### src/rtl/pfd_pkg.sv
`default_nettype none
// ======================================================================
// pfd_pkg: state encoding and helpers shared by the digital PFD
// Revision: 1.0
// ======================================================================
package pfd_pkg;

  localparam logic [1:0] ST_IDLE = 2'd0;
  localparam logic [1:0] ST_UP   = 2'd1;
  localparam logic [1:0] ST_DN   = 2'd2;
  localparam logic [1:0] ST_BOTH = 2'd3;

  typedef enum logic [1:0] {
    S_IDLE = ST_IDLE,
    S_UP   = ST_UP,
    S_DN   = ST_DN,
    S_BOTH = ST_BOTH
  } pfd_state_e;

  // Largest positive value of a signed error of width w.
  function automatic int err_sat_max(input int w);
    return (1 << (w - 1)) - 1;
  endfunction

endpackage
`default_nettype wire

### src/rtl/pfd_sync.sv
`default_nettype none
// ======================================================================
// pfd_sync: multi-flop synchronizer followed by a registered rising-edge pulse
// Revision: 1.0
// ======================================================================
module pfd_sync
  import pfd_pkg::*;
#(
  parameter int STAGES = 2
) (
  input  logic clk_i,
  input  logic rst_i,
  input  logic d_i,
  output logic rise_o
);

  logic [STAGES-1:0] sync_q;
  logic              last_q;
  logic              rise_q;

  always_ff @(posedge clk_i or posedge rst_i) begin
    if (rst_i) begin
      sync_q <= '0;
      last_q <= 1'b0;
      rise_q <= 1'b0;
    end else begin
      sync_q <= {sync_q[STAGES-2:0], d_i};
      last_q <= sync_q[STAGES-1];
      rise_q <= sync_q[STAGES-1] & ~last_q;
    end
  end

  assign rise_o = rise_q;

endmodule
`default_nettype wire

### src/rtl/pfd_digital.sv
`default_nettype none
// ======================================================================
// pfd_digital: clocked three-state PFD with anti-backlash overlap, phase error and lock
// Revision: 1.0
// ======================================================================
module pfd_digital
  import pfd_pkg::*;
#(
  parameter int SYNC_STAGES = 2,
  parameter int MIN_PULSE   = 2,
  parameter int ERR_W       = 8,
  parameter int LOCK_WINDOW = 2,
  parameter int LOCK_COUNT  = 16
) (
  input  logic             wb_clk_i,
  input  logic             wb_rst_i,
  input  logic             enable,
  input  logic             ref_i,
  input  logic             fb_i,
  output logic             up,
  output logic             down,
  output logic [ERR_W-1:0] phase_err,
  output logic             err_valid,
  output logic             slip,
  output logic             lock
);

  localparam int OW = $clog2(MIN_PULSE + 1);
  localparam int GW = $clog2(LOCK_COUNT + 1);
  localparam logic [ERR_W-1:0]        CNT_MAX  = ERR_W'(err_sat_max(ERR_W));
  localparam logic [OW-1:0]           OVL_END  = OW'(MIN_PULSE);
  localparam logic [GW-1:0]           GOOD_MAX = GW'(LOCK_COUNT);
  localparam logic signed [ERR_W-1:0] WIN      = ERR_W'(LOCK_WINDOW);

  logic ref_e, fb_e;

  pfd_sync #(.STAGES(SYNC_STAGES)) u_ref_sync (
    .clk_i (wb_clk_i), .rst_i (wb_rst_i), .d_i (ref_i), .rise_o (ref_e)
  );

  pfd_sync #(.STAGES(SYNC_STAGES)) u_fb_sync (
    .clk_i (wb_clk_i), .rst_i (wb_rst_i), .d_i (fb_i), .rise_o (fb_e)
  );

  pfd_state_e       state_q, state_d;
  logic [ERR_W-1:0] cnt_q, cnt_d;
  logic [OW-1:0]    ovl_q, ovl_d;
  logic             pend_ref_q, pend_ref_d, pend_fb_q, pend_fb_d;
  logic [ERR_W-1:0] err_q, err_d;
  logic             err_valid_q, err_valid_d, slip_q, slip_d;
  logic             up_q, up_d, down_q, down_d;
  logic [GW-1:0]    good_q, good_d;
  logic             lock_q, lock_d;

  logic                    leave_both, eff_ref, eff_fb, in_win;
  logic [ERR_W-1:0]        cnt_inc;
  logic signed [ERR_W-1:0] err_s;

  assign leave_both = (state_q == S_BOTH) && (ovl_q == OVL_END);
  // Pending flags are only ever set inside BOTH, so outside BOTH they are zero.
  assign eff_ref    = ref_e | pend_ref_q;
  assign eff_fb     = fb_e | pend_fb_q;
  assign cnt_inc    = (cnt_q == CNT_MAX) ? cnt_q : cnt_q + ERR_W'(1);
  assign err_s      = err_q;
  assign in_win     = (err_s <= WIN) && (err_s >= -WIN);

  always_comb begin
    state_d     = state_q;
    cnt_d       = cnt_q;
    ovl_d       = ovl_q;
    pend_ref_d  = pend_ref_q;
    pend_fb_d   = pend_fb_q;
    err_d       = err_q;
    err_valid_d = 1'b0;
    slip_d      = 1'b0;

    case (state_q)
      S_UP: begin
        if (fb_e) begin
          state_d     = S_BOTH;
          err_d       = cnt_q;
          err_valid_d = 1'b1;
          ovl_d       = OW'(1);
          pend_ref_d  = ref_e;
        end else begin
          cnt_d  = cnt_inc;
          slip_d = ref_e;
        end
      end
      S_DN: begin
        if (ref_e) begin
          state_d     = S_BOTH;
          err_d       = ERR_W'(0) - cnt_q;
          err_valid_d = 1'b1;
          ovl_d       = OW'(1);
          pend_fb_d   = fb_e;
        end else begin
          cnt_d  = cnt_inc;
          slip_d = fb_e;
        end
      end
      S_BOTH: begin
        if (!leave_both) begin
          ovl_d      = ovl_q + OW'(1);
          pend_ref_d = pend_ref_q | ref_e;
          pend_fb_d  = pend_fb_q | fb_e;
        end
      end
      default: ;
    endcase

    // Leaving BOTH is decoded exactly like IDLE so pending edges start the next pulse at once.
    if (state_q == S_IDLE || leave_both) begin
      state_d    = S_IDLE;
      pend_ref_d = 1'b0;
      pend_fb_d  = 1'b0;
      if (eff_ref && eff_fb) begin
        state_d     = S_BOTH;
        err_d       = '0;
        err_valid_d = 1'b1;
        ovl_d       = OW'(1);
      end else if (eff_ref) begin
        state_d = S_UP;
        cnt_d   = ERR_W'(1);
      end else if (eff_fb) begin
        state_d = S_DN;
        cnt_d   = ERR_W'(1);
      end
    end

    if (!enable) begin
      state_d     = S_IDLE;
      cnt_d       = '0;
      ovl_d       = '0;
      pend_ref_d  = 1'b0;
      pend_fb_d   = 1'b0;
      err_valid_d = 1'b0;
      slip_d      = 1'b0;
    end

    up_d   = (state_d == S_UP) || (state_d == S_BOTH);
    down_d = (state_d == S_DN) || (state_d == S_BOTH);
  end

  always_comb begin
    good_d = good_q;
    lock_d = lock_q;
    if (slip_q) begin
      good_d = '0;
      lock_d = 1'b0;
    end else if (err_valid_q) begin
      if (in_win) begin
        if (good_q != GOOD_MAX) good_d = good_q + GW'(1);
        if (good_d == GOOD_MAX) lock_d = 1'b1;
      end else begin
        good_d = '0;
        lock_d = 1'b0;
      end
    end
    if (!enable) begin
      good_d = '0;
      lock_d = 1'b0;
    end
  end

  always_ff @(posedge wb_clk_i or posedge wb_rst_i) begin
    if (wb_rst_i) begin
      state_q     <= S_IDLE;
      cnt_q       <= '0;
      ovl_q       <= '0;
      pend_ref_q  <= 1'b0;
      pend_fb_q   <= 1'b0;
      err_q       <= '0;
      err_valid_q <= 1'b0;
      slip_q      <= 1'b0;
      up_q        <= 1'b0;
      down_q      <= 1'b0;
      good_q      <= '0;
      lock_q      <= 1'b0;
    end else begin
      state_q     <= state_d;
      cnt_q       <= cnt_d;
      ovl_q       <= ovl_d;
      pend_ref_q  <= pend_ref_d;
      pend_fb_q   <= pend_fb_d;
      err_q       <= err_d;
      err_valid_q <= err_valid_d;
      slip_q      <= slip_d;
      up_q        <= up_d;
      down_q      <= down_d;
      good_q      <= good_d;
      lock_q      <= lock_d;
    end
  end

  assign up        = up_q;
  assign down      = down_q;
  assign phase_err = err_q;
  assign err_valid = err_valid_q;
  assign slip      = slip_q;
  assign lock      = lock_q;

endmodule
`default_nettype wire

### config.mk
export PLATFORM = sky130hd
export DESIGN_NAME = pfd_digital
export DESIGN_NICKNAME = d
export VERILOG_FILES = /design/src/rtl/pfd_pkg.sv /design/src/rtl/pfd_sync.sv /design/src/rtl/pfd_digital.sv
export SDC_FILE = /design/constraint.sdc
export NUM_CORES = 1
export LEC_CHECK = 0
export ABC_CLOCK_PERIOD_IN_PS = 2300
export CAP_MARGIN = 20
export CORE_UTILIZATION = 30
export CTS_CLUSTER_DIAMETER = 120
export DETAILED_ROUTE_END_ITERATION = 7
export GPL_ROUTABILITY_DRIVEN = 0
export PLACE_DENSITY = 0.5
export SLEW_MARGIN = 20
export SYNTH_ARGS = -nofsm -noshare
export SYNTH_HDL_FRONTEND = slang
export SYNTH_HIERARCHICAL = 1
export SYNTH_SLANG_ARGS = --single-unit
export TNS_END_PERCENT = 5
### constraint.sdc
create_clock -name wb_clk_i -period 2.3 [get_ports wb_clk_i]
set_input_delay 0.23 -clock wb_clk_i [delete_from_list [all_inputs] [get_ports wb_clk_i]]
set_output_delay 0.23 -clock wb_clk_i [all_outputs]
set_load 0.03 [all_outputs]
==> results.json <==
{
  "status": "finished clean",
  "worstMarginPinSlew_ns": 0.6953,
  "synth_area_leader_cell": "dfrtp_1",
  "timing.setup.tns_ns": 0,
  "timing.rr.start": "state_q[0]",
  "place_hpwl_mm": 4.123,
  "cts_hold_buf": 0,
  "max_slew_margin_pct": 53.40,
  "worstPathCellList": "inv_1 > buf_4 > ha_1 > nand2b_1 > a21bo_2 > nor2_1 > a41oi_1 > a311oi_1",
  "fmax_ghz": 0.4830,
  "reg2reg_slack_ns": 0.23,
  "start_util_pct": 31.57,
  "yosys_most_used_dff": "dfrtp_1",
  "placementRows": 31,
  "critPathMaxFanout": 7,
  "netlist_instances": 261,
  "power.density_nw_per_um2": 586.6,
  "drtIter0Drc": 100,
  "ys_top_cells_by_count": "dfrtp_1 (39), nor2_1 (25), nand2_1 (19), o21ai_0 (17), inv_1 (15)",
  "yosysTopAreaCellShare_pct": 41.73,
  "rsz0062_at_grt": "no",
  "die_h_um": 90.29,
  "critPathTopFamily": "compound AO/OA/AOI/OAI gates",
  "grt_max_degree": 32,
  "cts_setup_buffers": 0,
  "setup_violations": 0,
  "syn_avg_cell_area_um2": 8.960,
  "numCtsBuffers": 5,
  "dieArea_um2": 8152,
  "ir_drop_v": 0.0002196,
  "antenna_found_initial": 0,
  "io-pin-count": 18,
  "clock-sinks": 39,
  "viasPerCell": 5.327,
  "power_leakage_nw": 1.147,
  "worstReg2RegEnd": "cnt_q[7]",
  "drc_errors": 0,
  "min_period_ns": 2.070,
  "overflow": 0,
  "clk_latency_ns": 0.29,
  "fin_crit_sh_pct": 90.01,
  "ys_seq_area_share_pct": 41.73,
  "core-area_um2": 7408,
  "synth-edff-count": 0,
  "cts_tree": "yes",
  "h-tree-depth": 2,
  "yosysWarningCount": 6,
  "grt_pass1_vias": 1906,
  "layout-drive-gt1-share_pct": 10.60,
  "antenna_cells": 0,
  "synthArstFlopShare_pct": 100.0,
  "wl_per_cell_um": 15.19,
  "synthDistinctLibCells": 51,
  "clock_skew_ns": 0.005307,
  "via_count": 2035,
  "ys_top_cells_by_area": "dfrtp_1 (42%), ha_1 (5.4%), nor2_1 (4.0%), o21ai_0 (3.6%), nand2_1 (3.0%)",
  "max_cap_viol_count": 0,
  "start_kind": "flip-flop",
  "hp-class": "primary input to asynchronous set/reset pin",
  "crit_path_end_kind": "flip-flop",
  "reg2reg_depth": 8,
  "nNetsFinal": 297,
  "final_hold_viol_count": 0,
  "ctsResizeCount": 0,
  "grt_use_total_pct": 14.90,
  "whs_ns": 0.1683,
  "critical_path_class": "flip-flop to flip-flop",
  "root_buffer": "clkbuf_8",
  "synth_area_um2": 2338,
  "ant_nets": 0,
  "grt_pass1_wl_mm": 9.729,
  "synth_fp_nets": 276,
  "arrival_ns": 2.27,
  "slew_viol_final": 0,
  "portBuffers": 17,
  "cp_slowest_stage_delay_ns": 0.44,
  "synth_most_common_cell": "dfrtp_1",
  "critPathBufInv": 2,
  "drt_wl_total_mm": 5.804,
  "clockBufferDepth": 2,
  "cp_slowest_cell": "dfrtp_1",
  "ys_ff_latch": 39,
  "syn_to_final_growth_pct": 17.44,
  "clkSlewWorstSetupHoldPaths_ns": 0.08,
  "first_pass_iters": 4,
  "crit_required_ns": 2.50,
  "die_w_um": 90.29
}
## power by group
part | switching (W) | total [W] | internal [W]
clock network | 0.000237 | 0.000449 | 0.000213
registers | 0.0000383 | 0.000756 | 0.000717
logic | 0.000247 | 0.000406 | 0.000159
total | 0.000521 | 0.00161 | 0.00109
## layout make-up
cell class	instances	area, µm²
Fill cell	757	4662
Inverter	15	56.30
Clock buffer	7	76.32
Timing Repair Buffer	28	252.7
Clock inverter	1	5.005
Tap cell	99	123.9
Sequential cell	39	975.9
Multi-Input combinational cell	193	1256
## kinds of logic (layout without fill, tap and decap cells)
group / count (synthesis) / in the layout / share of synthesized area (%)
muxes: 2 / 2 / 0.8561
adders and majority gates: 10 / 10 / 5.350
DFF: 39 / 39 / 41.73
and+or+nand+nor: 99 / 99 / 22.42
AOI/OAI and AO/OA: 77 / 77 / 23.01
xor gates and xnor gates: 5 / 5 / 1.873
buffers and inverters: 29 / 51 / 4.762
## state kept, by name, indices dropped and copies added, names as in the netlist, 2 cells and up
register,count
phase_err,8
state_q,2
u_ref_sync/sync_q,2
good_q,5
cnt_q,8
u_fb_sync/sync_q,2
ovl_q,2
## metrics by stage
step           total power (W)  cell area [µm²]  setup WS, ns  std cells  utilization [%]
2_1_floorplan         0.001042             2338        0.3000        261                -
5_1_grt               0.001707             2746       0.08141        382            37.07
3_3_place_gp          0.001172             2660        0.1422        374            35.91
6_report              0.001611             2746        0.2297        382            37.07
3_5_place_dp          0.001169             2665        0.2533        374            35.97
4_1_cts               0.001636             2746        0.2336        382            37.07
## layer usage
metal / GRT usage [%] / part of all wire [%]
met5: 0 / 0
met1: 20.52 / 49
met3: 3.114 / 4.9
met4: 5.376 / 1.8
met2: 23.03 / 44
## worst max path at each step
stage	from	endpoint	slack, ns	cells after the start
floorplan	state_q[0]	cnt_q[6]	0.30	6
global placement	state_q[1]	ovl_q[0]	0.14	6
detailed placement	state_q[0]	cnt_q[7]	0.25	8
CTS	state_q[0]	cnt_q[7]	0.23	8
global route	state_q[0]	cnt_q[7]	0.08	8
finish	state_q[0]	cnt_q[7]	0.23	8
## cells in the final DEF, fill, tap and decap left out, types with 3 or more instances in the layout
master / synthesis / final
a31oi_1: 6 / 6
nor4b_1: 3 / 3
a22oi_1: 5 / 5
buf_4: 0 / 11
a21o_1: 3 / 3
inv_1: 15 / 15
nand3_1: 14 / 14
dfrtp_1: 39 / 39
nor3_1: 5 / 4
nor4_1: 3 / 3
a311oi_1: 3 / 3
nand2_1: 19 / 19
nor2b_1: 3 / 3
nand2b_1: 3 / 3
and3_1: 4 / 4
nor2_1: 25 / 25
clkdlybuf4s50_1: 0 / 17
a32oi_1: 3 / 3
a21oi_1: 14 / 14
o21ai_0: 17 / 17
or3_1: 4 / 4
clkbuf_8: 0 / 5
or2_2: 3 / 3
a211oi_1: 6 / 6
xnor2_1: 4 / 4
ha_1: 10 / 10
Note: power is estimated with default switching activity, not from simulation.
